$ cat src/rtl/mem_access_ctrl.sv
// ============================================================================
// mem_access_ctrl
//
// Initiator side of a single-port word memory (addr/din/we/re/dout).
// The core issues load/store requests over a valid/ready channel. Each byte
// address is turned into a word index and checked for range and alignment.
// Each request then makes exactly one memory read and/or one memory write.
// Data and status return to the core over a valid/ready response channel.
//
// Optional feature, selected by the macro MEM_SUBWORD_EN:
//   defined   : req_size is honoured.
//               Byte and half loads extract the addressed lane and zero-extend it.
//               Byte and half stores do a read-modify-write (RD, then WR).
//   undefined : every access is a word access, and req_size is ignored.
//               Any addr[1:0] != 0 is an error.
//               Stores go straight from IDLE to WR.
//
// Ports
//   clk, rst_n        rising-edge clock, asynchronous active-low reset
//   req_valid/ready   request handshake
//   req_we            1 = store, 0 = load
//   req_addr          byte address
//   req_wdata         store data (low bytes used for subword stores)
//   req_size          00 byte, 01 half, 10 word, 11 illegal
//   rsp_valid/ready   response handshake
//   rsp_rdata         load data; 0 for stores and errors
//   rsp_err           request rejected, no memory access made
//   mem_addr          word index to the memory
//   mem_din           write data to the memory
//   mem_we / mem_re   memory write / read enables
//   mem_dout          memory read data, combinational from mem_addr
// ============================================================================
module mem_access_ctrl #(
    parameter int ADDR_W    = 32,
    parameter int DATA_W    = 32,
    parameter int MEM_WORDS = 256
) (
    input  logic              clk,
    input  logic              rst_n,
    input  logic              req_valid,
    output logic              req_ready,
    input  logic              req_we,
    input  logic [ADDR_W-1:0] req_addr,
    input  logic [DATA_W-1:0] req_wdata,
    input  logic [1:0]        req_size,
    output logic              rsp_valid,
    input  logic              rsp_ready,
    output logic [DATA_W-1:0] rsp_rdata,
    output logic              rsp_err,
    output logic [ADDR_W-1:0] mem_addr,
    output logic [DATA_W-1:0] mem_din,
    output logic              mem_we,
    output logic              mem_re,
    input  logic [DATA_W-1:0] mem_dout
);

    typedef enum logic [1:0] {
        IDLE = 2'd0,
        RD   = 2'd1,
        WR   = 2'd2,
        RESP = 2'd3
    } state_t;

    state_t              state_q, state_d;
    logic [ADDR_W-3:0]   idx_q, idx_d;
    logic [DATA_W-1:0]   wdata_q, wdata_d;

    // Every output is a flop. Its next value is decoded from the next state,
    // so it changes on the same edge as the state register.
    logic                req_ready_q, req_ready_d;
    logic                rsp_valid_q, rsp_valid_d;
    logic [DATA_W-1:0]   rsp_rdata_q, rsp_rdata_d;
    logic                rsp_err_q, rsp_err_d;
    logic [ADDR_W-1:0]   mem_addr_q, mem_addr_d;
    logic [DATA_W-1:0]   mem_din_q, mem_din_d;
    logic                mem_we_q, mem_we_d;
    logic                mem_re_q, mem_re_d;

    logic [ADDR_W-3:0]   req_idx;
    logic                misalign;
    logic                req_err;
    logic                req_subword;
    logic [DATA_W-1:0]   load_data;

`ifdef MEM_SUBWORD_EN
    logic                we_q, we_d;
    logic [1:0]          size_q, size_d;
    logic [1:0]          lane_q, lane_d;
    logic [DATA_W-1:0]   shifted;
    logic [DATA_W-1:0]   mask;
    logic [DATA_W-1:0]   merged;
`else
    // In word-only mode the size field is not needed.
    logic                unused_size;
    assign unused_size = ^req_size;
`endif

    always_comb begin
        state_d     = state_q;
        idx_d       = idx_q;
        wdata_d     = wdata_q;
        rsp_rdata_d = rsp_rdata_q;
        rsp_err_d   = rsp_err_q;
        req_idx     = req_addr[ADDR_W-1:2];

`ifdef MEM_SUBWORD_EN
        we_d   = we_q;
        size_d = size_q;
        lane_d = lane_q;
        unique case (req_size)
            2'b00:   misalign = 1'b0;
            2'b01:   misalign = req_addr[0];
            2'b10:   misalign = (req_addr[1:0] != 2'b00);
            default: misalign = 1'b1;
        endcase
        req_subword = (req_size != 2'b10);

        // Lane shift. A half access is aligned, so lane_q[0] is 0 and the same
        // byte-granular shift selects the correct half.
        shifted = mem_dout >> {lane_q, 3'b000};
        unique case (size_q)
            2'b00:   load_data = DATA_W'(shifted[7:0]);
            2'b01:   load_data = DATA_W'(shifted[15:0]);
            default: load_data = mem_dout;
        endcase
        mask   = (size_q == 2'b00) ? DATA_W'(8'hFF) : DATA_W'(16'hFFFF);
        mask   = mask << {lane_q, 3'b000};
        merged = (mem_dout & ~mask) | ((wdata_q << {lane_q, 3'b000}) & mask);
`else
        misalign    = (req_addr[1:0] != 2'b00);
        req_subword = 1'b0;
        load_data   = mem_dout;
`endif

        req_err = ({2'b00, req_idx} >= ADDR_W'(MEM_WORDS)) || misalign;

        unique case (state_q)
            IDLE: begin
                if (req_valid && req_ready_q) begin
                    idx_d       = req_idx;
                    wdata_d     = req_wdata;
                    rsp_rdata_d = '0;
                    rsp_err_d   = 1'b0;
`ifdef MEM_SUBWORD_EN
                    we_d   = req_we;
                    size_d = req_size;
                    lane_d = req_addr[1:0];
`endif
                    if (req_err) begin
                        state_d   = RESP;
                        rsp_err_d = 1'b1;
                    end else if (!req_we || req_subword) begin
                        // Loads read the word. Subword stores also read it,
                        // to merge the new lane into the existing word.
                        state_d = RD;
                    end else begin
                        state_d = WR;
                    end
                end
            end
            RD: begin
`ifdef MEM_SUBWORD_EN
                if (we_q) begin
                    wdata_d = merged;
                    state_d = WR;
                end else begin
                    rsp_rdata_d = load_data;
                    state_d     = RESP;
                end
`else
                rsp_rdata_d = load_data;
                state_d     = RESP;
`endif
            end
            WR: begin
                state_d = RESP;
            end
            RESP: begin
                if (rsp_ready) begin
                    state_d     = IDLE;
                    rsp_rdata_d = '0;
                    rsp_err_d   = 1'b0;
                end
            end
            default: state_d = IDLE;
        endcase

        req_ready_d = (state_d == IDLE);
        rsp_valid_d = (state_d == RESP);
        mem_re_d    = (state_d == RD);
        mem_we_d    = (state_d == WR);
        mem_addr_d  = (state_d == RD || state_d == WR) ? {2'b00, idx_d} : '0;
        mem_din_d   = (state_d == WR) ? wdata_d : '0;
    end

    // The reset is asynchronous, so the enables drop as soon as rst_n falls.
    // A write that is in progress in WR is therefore abandoned before it can
    // happen.
    always_ff @(posedge clk or negedge rst_n) begin
        if (!rst_n) begin
            state_q     <= IDLE;
            idx_q       <= '0;
            wdata_q     <= '0;
            req_ready_q <= 1'b1;
            rsp_valid_q <= 1'b0;
            rsp_rdata_q <= '0;
            rsp_err_q   <= 1'b0;
            mem_addr_q  <= '0;
            mem_din_q   <= '0;
            mem_we_q    <= 1'b0;
            mem_re_q    <= 1'b0;
`ifdef MEM_SUBWORD_EN
            we_q        <= 1'b0;
            size_q      <= 2'b10;
            lane_q      <= 2'b00;
`endif
        end else begin
            state_q     <= state_d;
            idx_q       <= idx_d;
            wdata_q     <= wdata_d;
            req_ready_q <= req_ready_d;
            rsp_valid_q <= rsp_valid_d;
            rsp_rdata_q <= rsp_rdata_d;
            rsp_err_q   <= rsp_err_d;
            mem_addr_q  <= mem_addr_d;
            mem_din_q   <= mem_din_d;
            mem_we_q    <= mem_we_d;
            mem_re_q    <= mem_re_d;
`ifdef MEM_SUBWORD_EN
            we_q        <= we_d;
            size_q      <= size_d;
            lane_q      <= lane_d;
`endif
        end
    end

    assign req_ready = req_ready_q;
    assign rsp_valid = rsp_valid_q;
    assign rsp_rdata = rsp_rdata_q;
    assign rsp_err   = rsp_err_q;
    assign mem_addr  = mem_addr_q;
    assign mem_din   = mem_din_q;
    assign mem_we    = mem_we_q;
    assign mem_re    = mem_re_q;

endmodule

$ cat config.mk
export PLATFORM = sky130hd
export DESIGN_NAME = mem_access_ctrl
export DESIGN_NICKNAME = d
export VERILOG_FILES = /design/src/rtl/mem_access_ctrl.sv
export SDC_FILE = /design/constraint.sdc
export NUM_CORES = 1
export LEC_CHECK = 0
export CORE_ASPECT_RATIO = 1.25
export CORE_MARGIN = 2
export CORE_UTILIZATION = 40
export CTS_BUF_LIST = sky130_fd_sc_hd__clkbuf_8 sky130_fd_sc_hd__clkbuf_16
export CTS_CLUSTER_DIAMETER = 30
export CTS_CLUSTER_SIZE = 8
export DETAILED_ROUTE_END_ITERATION = 12
export DONT_BUFFER_PORTS = 1
export SYNTH_ARGS = -nofsm -noshare
export SYNTH_HDL_FRONTEND = slang
export SYNTH_SLANG_ARGS = --single-unit
export TNS_END_PERCENT = 5
$ cat constraint.sdc
create_clock -name clk -period 6.68 [get_ports clk]
set_input_delay 0.668 -clock clk [delete_from_list [all_inputs] [get_ports clk]]
set_output_delay 0.668 -clock clk [all_outputs]
set_load 0.01 [all_outputs]
; ---- Word level (Yosys, flattened, before mapping)
; Index checks and enable logic that the tools add are counted.
; W data, S select, Z words.
[word_totals]
reg_bits = 163
in_bits = 103
[op_classes]
n_lt_le_gt_ge = 1
n_eq_ne = 8
n_mux = 18
reduce_logical = 11
[ops]
columns = operator, count
row1 = $mux W32, 5
row2 = $pmux W32 S3, 1
row3 = $mux W30, 3
row4 = $ge A30 B9 Y1 const B, 1
row5 = $eq A2 B2 Y1 const B, 4
row6 = $mux W2, 4
row7 = $pmux W2 S3, 1
row8 = $reduce_and A3 Y1, 2
row9 = $eq A2 B1 Y1 const B, 2
row10 = $logic_not A2 Y1, 2
row11 = $ne A2 B2 Y1 const B, 2
row12 = $reduce_bool A2 Y1, 2
row13 = $mux W1, 3
row14 = $reduce_bool A3 Y1, 1
row15 = $logic_or A1 B1 Y1, 2
row16 = $pmux W1 S2, 1
row17 = $reduce_or A2 Y1, 1
row18 = $logic_and A1 B1 Y1, 1

; ---- Longest topological paths before layout
; Gate-level depths: netlist (run 1).
[logic_depth]
word_depth = 8
ltp_mapped = 10
depth_no_buf = 8

; ---- Least setup slack after synthesis (run 1)
; Ideal clock, no wire load.
[synth_path]
path_kind = reg2reg
start = register state_q[1]
end = register mem_addr_q[0], in the netlist mem_addr[0]
setup_ps = 132
t_arrival_ps = 2035
path_slack_ps = 4512
path_stages_with_launch = 11
n_path_buf = 3
cell_sequence = dfrtp_1 -> inv_1 -> ha_1 -> nand3_1 -> buf_6 -> buf_6 -> o21bai_1 -> and3_1 -> ha_1 -> clkbuf_1 -> nor2b_1
[synth_between]
elab_chain_len = 6
word_cells_on_any_way = 13
classes_between = eq/ne (5) / mux (5) / reduce/logical (3)
[synth_rtl]
columns = element, line
row1 = start: declaration, 64  ; state_t state_q, state_d;
row2 = start signal: assignment, 218  ; state_q <= state_d;
row3 = $eq A2 B2 Y1 / $eq A2 B1 Y1 (equally long branches), 137  ; unique case (state_q)
row4 = $reduce_or A2 Y1 (no source line), --
row5 = $pmux W2 S3, 137
row6 = $eq A2 B1 Y1 / $eq A2 B2 Y1 (equally long branches), 192  ; mem_addr_d = (state_d == RD || state_d == WR) ? {2'b00, idx_d} : '0;
row7 = $logic_or A1 B1 Y1, 192
row8 = $mux W30 (*), 192
row9 = via mem_addr_d[0], 74  ; logic [ADDR_W-1:0] mem_addr_q, mem_addr_d;
row10 = end signal: assignment, 225  ; mem_addr_q <= mem_addr_d;
row11 = end: declaration, 74
; The timed path passes the listed nets; every way through them passes the cells marked *.
; A chain may end at the register's enable or synchronous reset.

; ---- Worst setup path in the final report (run 1)
[layout_path]
start = register state_q[1]
end = register mem_addr_q[11], in the netlist mem_addr[11]
; The elaborated chain is that of the path after synthesis.

==> results.yml, run 1 <==
sta:
  final_max_slew_viol_count: 0
  rsz0062_at_grt: "false"
  skew_ns: 0.00984
  setup_violations: 0
  min_period_ns: 3.17
  max_slew.worst_pin.slew_ns: 1.15
  fin_crit_sh: 0.474
  slew_headroom: 0.233
  hold_viol: 0
  fmax_mhz: 316
  tns_ns: 0
clock_network:
  worstSkewPairLatency_ns: 0.42
  numCtsBuffers: 17
  cts-htree-levels: 4
  root_buffer: "clkbuf_16"
  post_cts_buffers: 0
  cts.sinks: 163
  clockBufferDepth: 2
  cts_resized: 0
  postCtsHoldBufs: 1
  clkSlewWorstSetupHoldPaths_ns: 0.06
  tritoncts: "yes"
floorplanning:
  start_util: 0.411
  die_height_um: 143
  die_w_um: 115
  die-area_um2: 16400
  core_area_um2: 15000
  num_io_pins: 204
  rows: 50
yosys:
  ys_top_cells_by_count: "162 x dfrtp_1, 67 x nand2_1, 45 x mux2_4"
  synth_edf_count: 0
  ys_types: 30
  syn_area_um2: 6160
  synth_top_area_share: 0.658
  ys_warn_count: 0
  synth-seq-cells: 163
  postSynthAreaPerCell_um2: 13.8
  synth_area_leaders: "dfrtp_1 66%, mux2_4 11%, nand2_1 4.1%"
  ys.flop_type: "dfrtp_1"
  yosysSeqAreaShare: 0.662
  async_flop_share: 1.00
  synthMostInstantiatedCell: "dfrtp_1"
  syn_inst: 446
  synth_top_cell_by_area: "dfrtp_1"
routing:
  wl_um: 12000
  drt-pass1-iter-count: 4
  wl_per_cell_um: 18.7
  via_per_inst: 5.02
  vias: 3210
  drc: 0
  first_iter_violations: 148
  ant_nets: 0
worst_setup_path:
  cp.arrival_ns: 3.42
  critPathMaxFanout: 32
  cp.required_ns: 6.94
  crit_path_end_kind: "flop"
  crit_type: "reg2reg"
  crit_path_start_kind: "flop"
job:
  maxCapViolCount: 0
final_layout:
  post_route_cells_drive_above_1_share: 0.218
  instances_no_fill: 640
  syn_to_final_growth_pct: 11.8
  antenna_cells: 0
  fin_util: 0.459
  nets: 556
placement:
  portBuffers: 0
  hpwlAfterDp_um: 7780
  placedCellCount: 607
  place.gp.congestion: 0.736
global_routing:
  antenna_found_initial: 1
  grt_usage: 0.149
  grt_overflow: 0
  grt_pass1_wl_um: 18300
  grt_pass1_vias: 3451
  grt_max_degree: 163
power:
  peakVddDrop_v: 0.000350
  power_density_nw_per_um2: 530
  p_leak_uw: 0.00334
  total_power_uw: 3650
min_path:
  hp-class: "in2async"
outcome:
  status: "finished clean"
worst paths after layout:
kind                        startpoint  slack (ns)  cells past startpoint           end
setup reg to reg            state_q[1]        3.51                      7  mem_addr[11]
hold / removal                   rst_n        0.09                      0     req_ready
hold reg to reg            wdata_q[14]        0.49                      1   wdata_q[14]
max in group asynchronous        rst_n        5.82                      1      idx_q[0]
setup / recovery            state_q[1]        3.51                      7  mem_addr[11]
min in group clk           mem_dout[9]        0.39                      2  rsp_rdata[9]
layout make-up:
cell class,instances,area [um^2]
fill,1364,8120
sequential,163,4080
multi-input combinational,258,1940
clock buffer,22,494
tap,182,228
clock inverter,10,97.6
timing repair buffer,3,42.5
inverter,2,7.51
kinds of logic (layout without fill, tap and decap cells):
family                     count (synthesis)  in the layout  share of synthesized area
AOI/OAI and AO/OA                         40             40                     0.0355
adders and majority gates                  8              8                     0.0162
buffers and inverters                     26             37                     0.0258
DFF                                      163            163                      0.662
muxes                                     62             62                      0.141
other                                      1              2                   0.000608
and+or+nand+nor                          146            146                      0.119
state kept, by name (all words and copies together), names as in the netlist:
signal	cells
req_ready	1
mem_re	1
mem_we	1
wdata_q	32
idx_q	30
rsp_rdata	32
rsp_valid	1
rsp_err	1
state_q	2
mem_din	32
mem_addr	30
per-layer routing:
layer / wire length [um] / part of all wire / track usage
met2: 5670 / 0.47 / 0.234
met4: 214 / 0.018 / 0.0621
met3: 1380 / 0.12 / 0.0811
met1: 4670 / 0.39 / 0.167
met5: 16 / 0.0013 / 0
worst max-delay path: stages, from the launching register on:
cell and delay (ns):
dfrtp_1 0.42, inv_1 0.11, ha_1 0.30, nand3_4 0.51, o21bai_1 0.38, and3_1 0.18, ha_1 0.97, nor2b_1 0.12
stage by stage:
stage	area, um^2	worst slack [ns]	hold slack [ns]
floorplan	6170	4.51	0.372
global placement	6270	3.51	0.376
detailed placement	6270	3.42	0.376
CTS	6890	3.44	0.0725
global route	6890	3.23	0.0641
finish	6890	3.51	0.0896
placed cells by master (no fill, tap or decap), drive strengths merged:
cell type and n:
nor2b 30, and3 1, dfrtp 162, bufinv 1
nand3b 1, dfstp 1, nand2b 2, and2 32
buf 3, inv 4, o32ai 1, conb 2
clkbuf 22, nor2 3, nand3 3, nand4 1
o31ai 1, clkinv 4, a21bo 1, o211ai 1
clkinvlp 3, nand2 67, ha 8, a21oi 1
mux2 62, o21bai 1, o21ai 33, a21o 1
nor4 6
power by group:
part / internal [uW] / switching [uW] / total, uW
clock: 565 / 383 / 948
sequential: 1390 / 275 / 1660
combinational: 452 / 591 / 1040
total: 2400 / 1250 / 3650
No activity file was read; power rests on OpenSTA's default activity.
==> inputs of run 2 (changes only) <==
- clock period: 6.68 -> 2.8 ns (I/O delays scaled with it)
==> results.yml, run 2 (synthesis results as in run 1) <==
clock_network:
  cts-htree-levels: 4
  cts.sinks: 163
  tritoncts: "yes"
  post_cts_buffers: 0
  clockBufferDepth: 2
  root_buffer: "clkbuf_16"
  clkSlewWorstSetupHoldPaths_ns: 0.06
  cts_resized: 0
  numCtsBuffers: 17
  worstSkewPairLatency_ns: 0.41
routing:
  wl_um: 12100
  first_iter_violations: 212
  via_per_inst: 4.97
  drc: 0
  drt-pass1-iter-count: 4
  wl_per_cell_um: 17.7
  ant_nets: 0
  vias: 3397
sta:
  fin_crit_sh: 0.823
  slew_headroom: 0.606
  tns_ns: 0
  min_period_ns: 2.31
  max_slew.worst_pin.slew_ns: 0.585
  skew_ns: 0.00958
  rsz0062_at_grt: "false"
  fmax_mhz: 434
  final_max_slew_viol_count: 0
  hold_slack_ns: -0.433
  hold_viol: 163
  layout_setup_ws_ns: 0.495
  setup_violations: 0
power:
  power_density_nw_per_um2: 1220
  p_leak_uw: 0.00354
  peakVddDrop_v: 0.000752
final_layout:
  final_common_cell: "dfrtp_1"
  mostFrequentLayoutCells: "162 x dfrtp_1, 67 x nand2_1, 45 x mux2_4"
  nets: 599
  fill_cells: 1322
  antenna_cells: 0
  post_route_cells_drive_above_1_share: 0.202
  syn_to_final_growth_pct: 18.9
global_routing:
  grt_pass1_vias: 3667
  grt_max_degree: 164
  grt_usage: 0.150
  antenna_found_initial: 0
  grt_overflow: 0
  grt_pass1_wl_um: 18800
worst_setup_path:
  cp.arrival_ns: 2.59
  crit_type: "reg2reg"
  crit_path_end_kind: "flop"
  reg2reg_depth: 9
  critPathMaxFanout: 30
  crit_path_start_kind: "flop"
  cp.required_ns: 3.08
outcome:
  failed_checks: "negative hold slack"
  status: "finished, violations left"
placement:
  portBuffers: 0
  place.gp.congestion: 0.774
  hpwlAfterDp_um: 8020
  place_ws_ns: 0.456
floorplanning:
  num_io_pins: 204
  core_area_um2: 15000
  die-area_um2: 16400
  rows: 50
  start_util: 0.411
  die_height_um: 143
  die_w_um: 115
job:
  maxCapViolCount: 0
min_path:
  hp-class: "in2async"
==> run 2: worst max-delay path, cell delays in order (launching register included) <==
cell and delay (ns):
dfrtp_1 0.41, inv_1 0.11, ha_1 0.30, a21bo_2 0.29, o21ai_0 0.08, nand2_1 0.09
and3_1 0.19, ha_1 0.28, buf_4 0.31, nor2b_1 0.09
==> run 2: stage by stage <==
stage	hold slack (ns)	utilization	std cells	instance area (um^2)	power [uW]
final	-0.433	0.488	683	7330	8930
after global routing	-0.472	0.488	683	7330	9620
after CTS	-0.457	0.477	667	7170	9080
after detailed placement	-0.0125	0.420	612	6310	6600
after global placement	-0.0124	0.420	612	6310	6440
after floorplan	-0.0156	-	447	6170	5880
==> run 2: path summary, 6_finish.rpt <==
path	start	endpoint	slack, ns
worst max-delay path	state_q[1]	mem_addr[26]	0.49
min in group clk	mem_dout[31]	rsp_rdata[31]	0.02
max in group asynchronous	rst_n	wdata_q[11]	2.83
worst max register to register	state_q[1]	mem_addr[26]	0.49
worst min register to register	wdata_q[21]	wdata_q[21]	0.49
worst min-delay path	rst_n	mem_din[7]	-0.43
==> run 2: repair_timing <==
action,4_1_cts,5_1_grt
hold buffers,23,16
setup endpoints to repair,0,0
endpoints found under the hold margin,186,179
==> run 2: where the power goes <==
| group | total [uW] | switching [uW] | internal (uW) |
|---|---|---|---|
| Combinational | 2550 | 1390 | 1160 |
| Clock | 2410 | 898 | 1510 |
| Sequential | 3970 | 659 | 3310 |
| Total | 8930 | 2950 | 5980 |
==> run 2: routing by layer <==
layer	vias to the layer above	track usage	part of all wire	wire length (um)
met5	-	0	0	0
met4	0	0.0457	0.011	136
met3	10	0.0832	0.11	1350
met2	160	0.245	0.49	5880
met1	1687	0.169	0.39	4710
li1	1540	-	-	-
==> run 2: final cells by class <==
type                    instances  area, um^2  share of cell area
clock buffers                  18         439              0.0599
clock inverters                14         189              0.0258
inverters                       2        7.51             0.00102
multi-input cells             258        1940               0.265
flip-flops and latches        163        4080               0.557
well taps                     182         228              0.0311
repair buffers                 46         443              0.0604
==> inputs of run 3 (changes only) <==
- clock period: 2.8 -> 2 ns (I/O delays scaled with it)
==> results.yml, run 3 (synthesis results as in run 1) <==
global_routing:
  antenna_found_initial: 1
  grt_max_degree: 164
  grt_overflow: 0
  grt_pass1_vias: 4035
  grt_pass1_wl_um: 20800
  grt_usage: 0.167
placement:
  place_ws_ns: -0.0500
  place_area_um2: 6420
  place.gp.congestion: 0.796
  portBuffers: 0
  hpwlAfterDp_um: 7980
worst_setup_path:
  reg2reg_depth: 8
  cp.required_ns: 2.30
  critPathMaxFanout: 15
  path_delay_family: "adder cells"
  slowest_delay_ns: 0.43
  crit_end: "mem_addr[0]"
  crit_buf_inv: 1
  r2r_start: "state_q[0]"
  reg2reg_slack_ns: 0.04
  cp.arrival_ns: 2.26
  cp.depth: 8
  crit_start: "state_q[0]"
  crit_path_end_kind: "flop"
  crit_type: "reg2reg"
  critPathSlowestCell: "dfrtp_1"
  worst_r2r_endpoint: "mem_addr[0]"
  crit_path_start_kind: "flop"
  worstPathCellList: "ha_1 > nand2b_1 > nor2_1 > o32ai_2 > a21oi_2 > ha_4 > buf_12 > nor2b_1"
sta:
  hold_viol: 163
  skew_ns: 0.00505
  min_period_ns: 1.96
  layout_setup_ws_ns: 0.0408
  hold_slack_ns: -0.520
  rsz0062_at_grt: "true"
  final_max_slew_viol_count: 0
  fin_crit_sh: 0.980
  setup_violations: 0
  fmax_mhz: 510
clock_network:
  clkSlewWorstSetupHoldPaths_ns: 0.06
  tritoncts: "yes"
  numCtsBuffers: 17
  root_buffer: "clkbuf_16"
  cts-htree-levels: 4
  clockBufferDepth: 2
  postCtsHoldBufs: 94
  worstSkewPairLatency_ns: 0.42
  cts.sinks: 163
outcome:
  status: "finished, violations left"
  failed_checks: "negative hold slack"
final_layout:
  final_common_cell: "dfrtp_1"
  fin_area_um2: 8050
  fin_util: 0.536
  nets: 670
  fill_cells: 1212
  mostFrequentLayoutCells: "162 x dfrtp_1, 94 x dlygate4sd3_1, 67 x nand2_1"
  antenna_cells: 0
  post_route_cells_drive_above_1_share: 0.217
  syn_to_final_growth_pct: 30.6
routing:
  wl_per_cell_um: 18.0
  wl_um: 13600
  vias: 3741
  drc: 0
  first_iter_violations: 200
  via_per_inst: 4.96
  ant_nets: 0
  drt-pass1-iter-count: 4
job:
  maxCapViolCount: 0
floorplanning:
  die_w_um: 115
  start_util: 0.411
  die_height_um: 143
  num_io_pins: 204
  core_area_um2: 15000
  rows: 50
  die-area_um2: 16400
power:
  power_density_nw_per_um2: 1670
  p_int_uw: 8880
  p_sw_frac: 0.338
  peakVddDrop_v: 0.00194
  seqPwrFrac: 0.416
  power_frac_clock: 0.226
  p_leak_uw: 0.00386
  pwr-share-comb: 0.358
  power.switching_uw: 4530
min_path:
  hp-class: "in2async"
run 3: worst min-delay path by stage:
stage | startpoint | end | slack, ns | cells past startpoint
finish | rst_n | mem_din[8] | -0.52 | 0
global route | rst_n | mem_din[4] | -0.55 | 0
CTS | rst_n | mem_din[8] | -0.55 | 0
detailed placement | rst_n | mem_din[8] | -0.09 | 0
global placement | rst_n | mem_din[4] | -0.09 | 0
floorplan | rst_n | idx_q[0] | -0.1 | 0
run 3: stage by stage:
step	hold WS, ns	setup TNS [ns]	total power [uW]	instances
global placement	-0.0921	0	9330	618
CTS	-0.548	0	13500	751
global route	-0.551	-0.192	14300	754
finish	-0.520	0	13400	754
detailed placement	-0.0924	-1.06	9560	618
floorplan	-0.0956	0	8370	447
run 3: layout make-up:
cell class,instances,area (um^2),area share
tap,182,228,0.0283
timing repair buffer,117,1180,0.147
clock buffer,20,467,0.0580
multi-input combinational,258,1990,0.247
sequential,163,4080,0.507
inverter,2,7.51,0.000933
clock inverter,12,92.6,0.0115
run 3: what timing repair did:
item / in CTS / in global routing
hold endpoints to repair: 257 / 163
setup buffers: 6 / 3
endpoints found under the setup margin: 62 / 46
gates resized for setup: 5 / 2
gates cloned: 1 / 0
pin swaps: 1 / 1
run 3: metal layers:
layer,GRT usage,up-vias,routed length [um]
met2,0.277,174,6800
li1,-,1688,-
met5,0,-,6
met3,0.0692,22,1280
met1,0.190,1855,5230
met4,0.0710,2,252
run 3: power groups by stage:
stage / Sequential, uW / Clock [uW] / Combinational [uW]
2_1_floorplan: 5390 / 0 / 2980
3_3_place_gp: 5590 / 0 / 3740
3_5_place_dp: 5610 / 0 / 3950
4_1_cts: 5580 / 3120 / 4770
5_1_grt: 5720 / 3270 / 5320
6_report: 5590 / 3030 / 4800
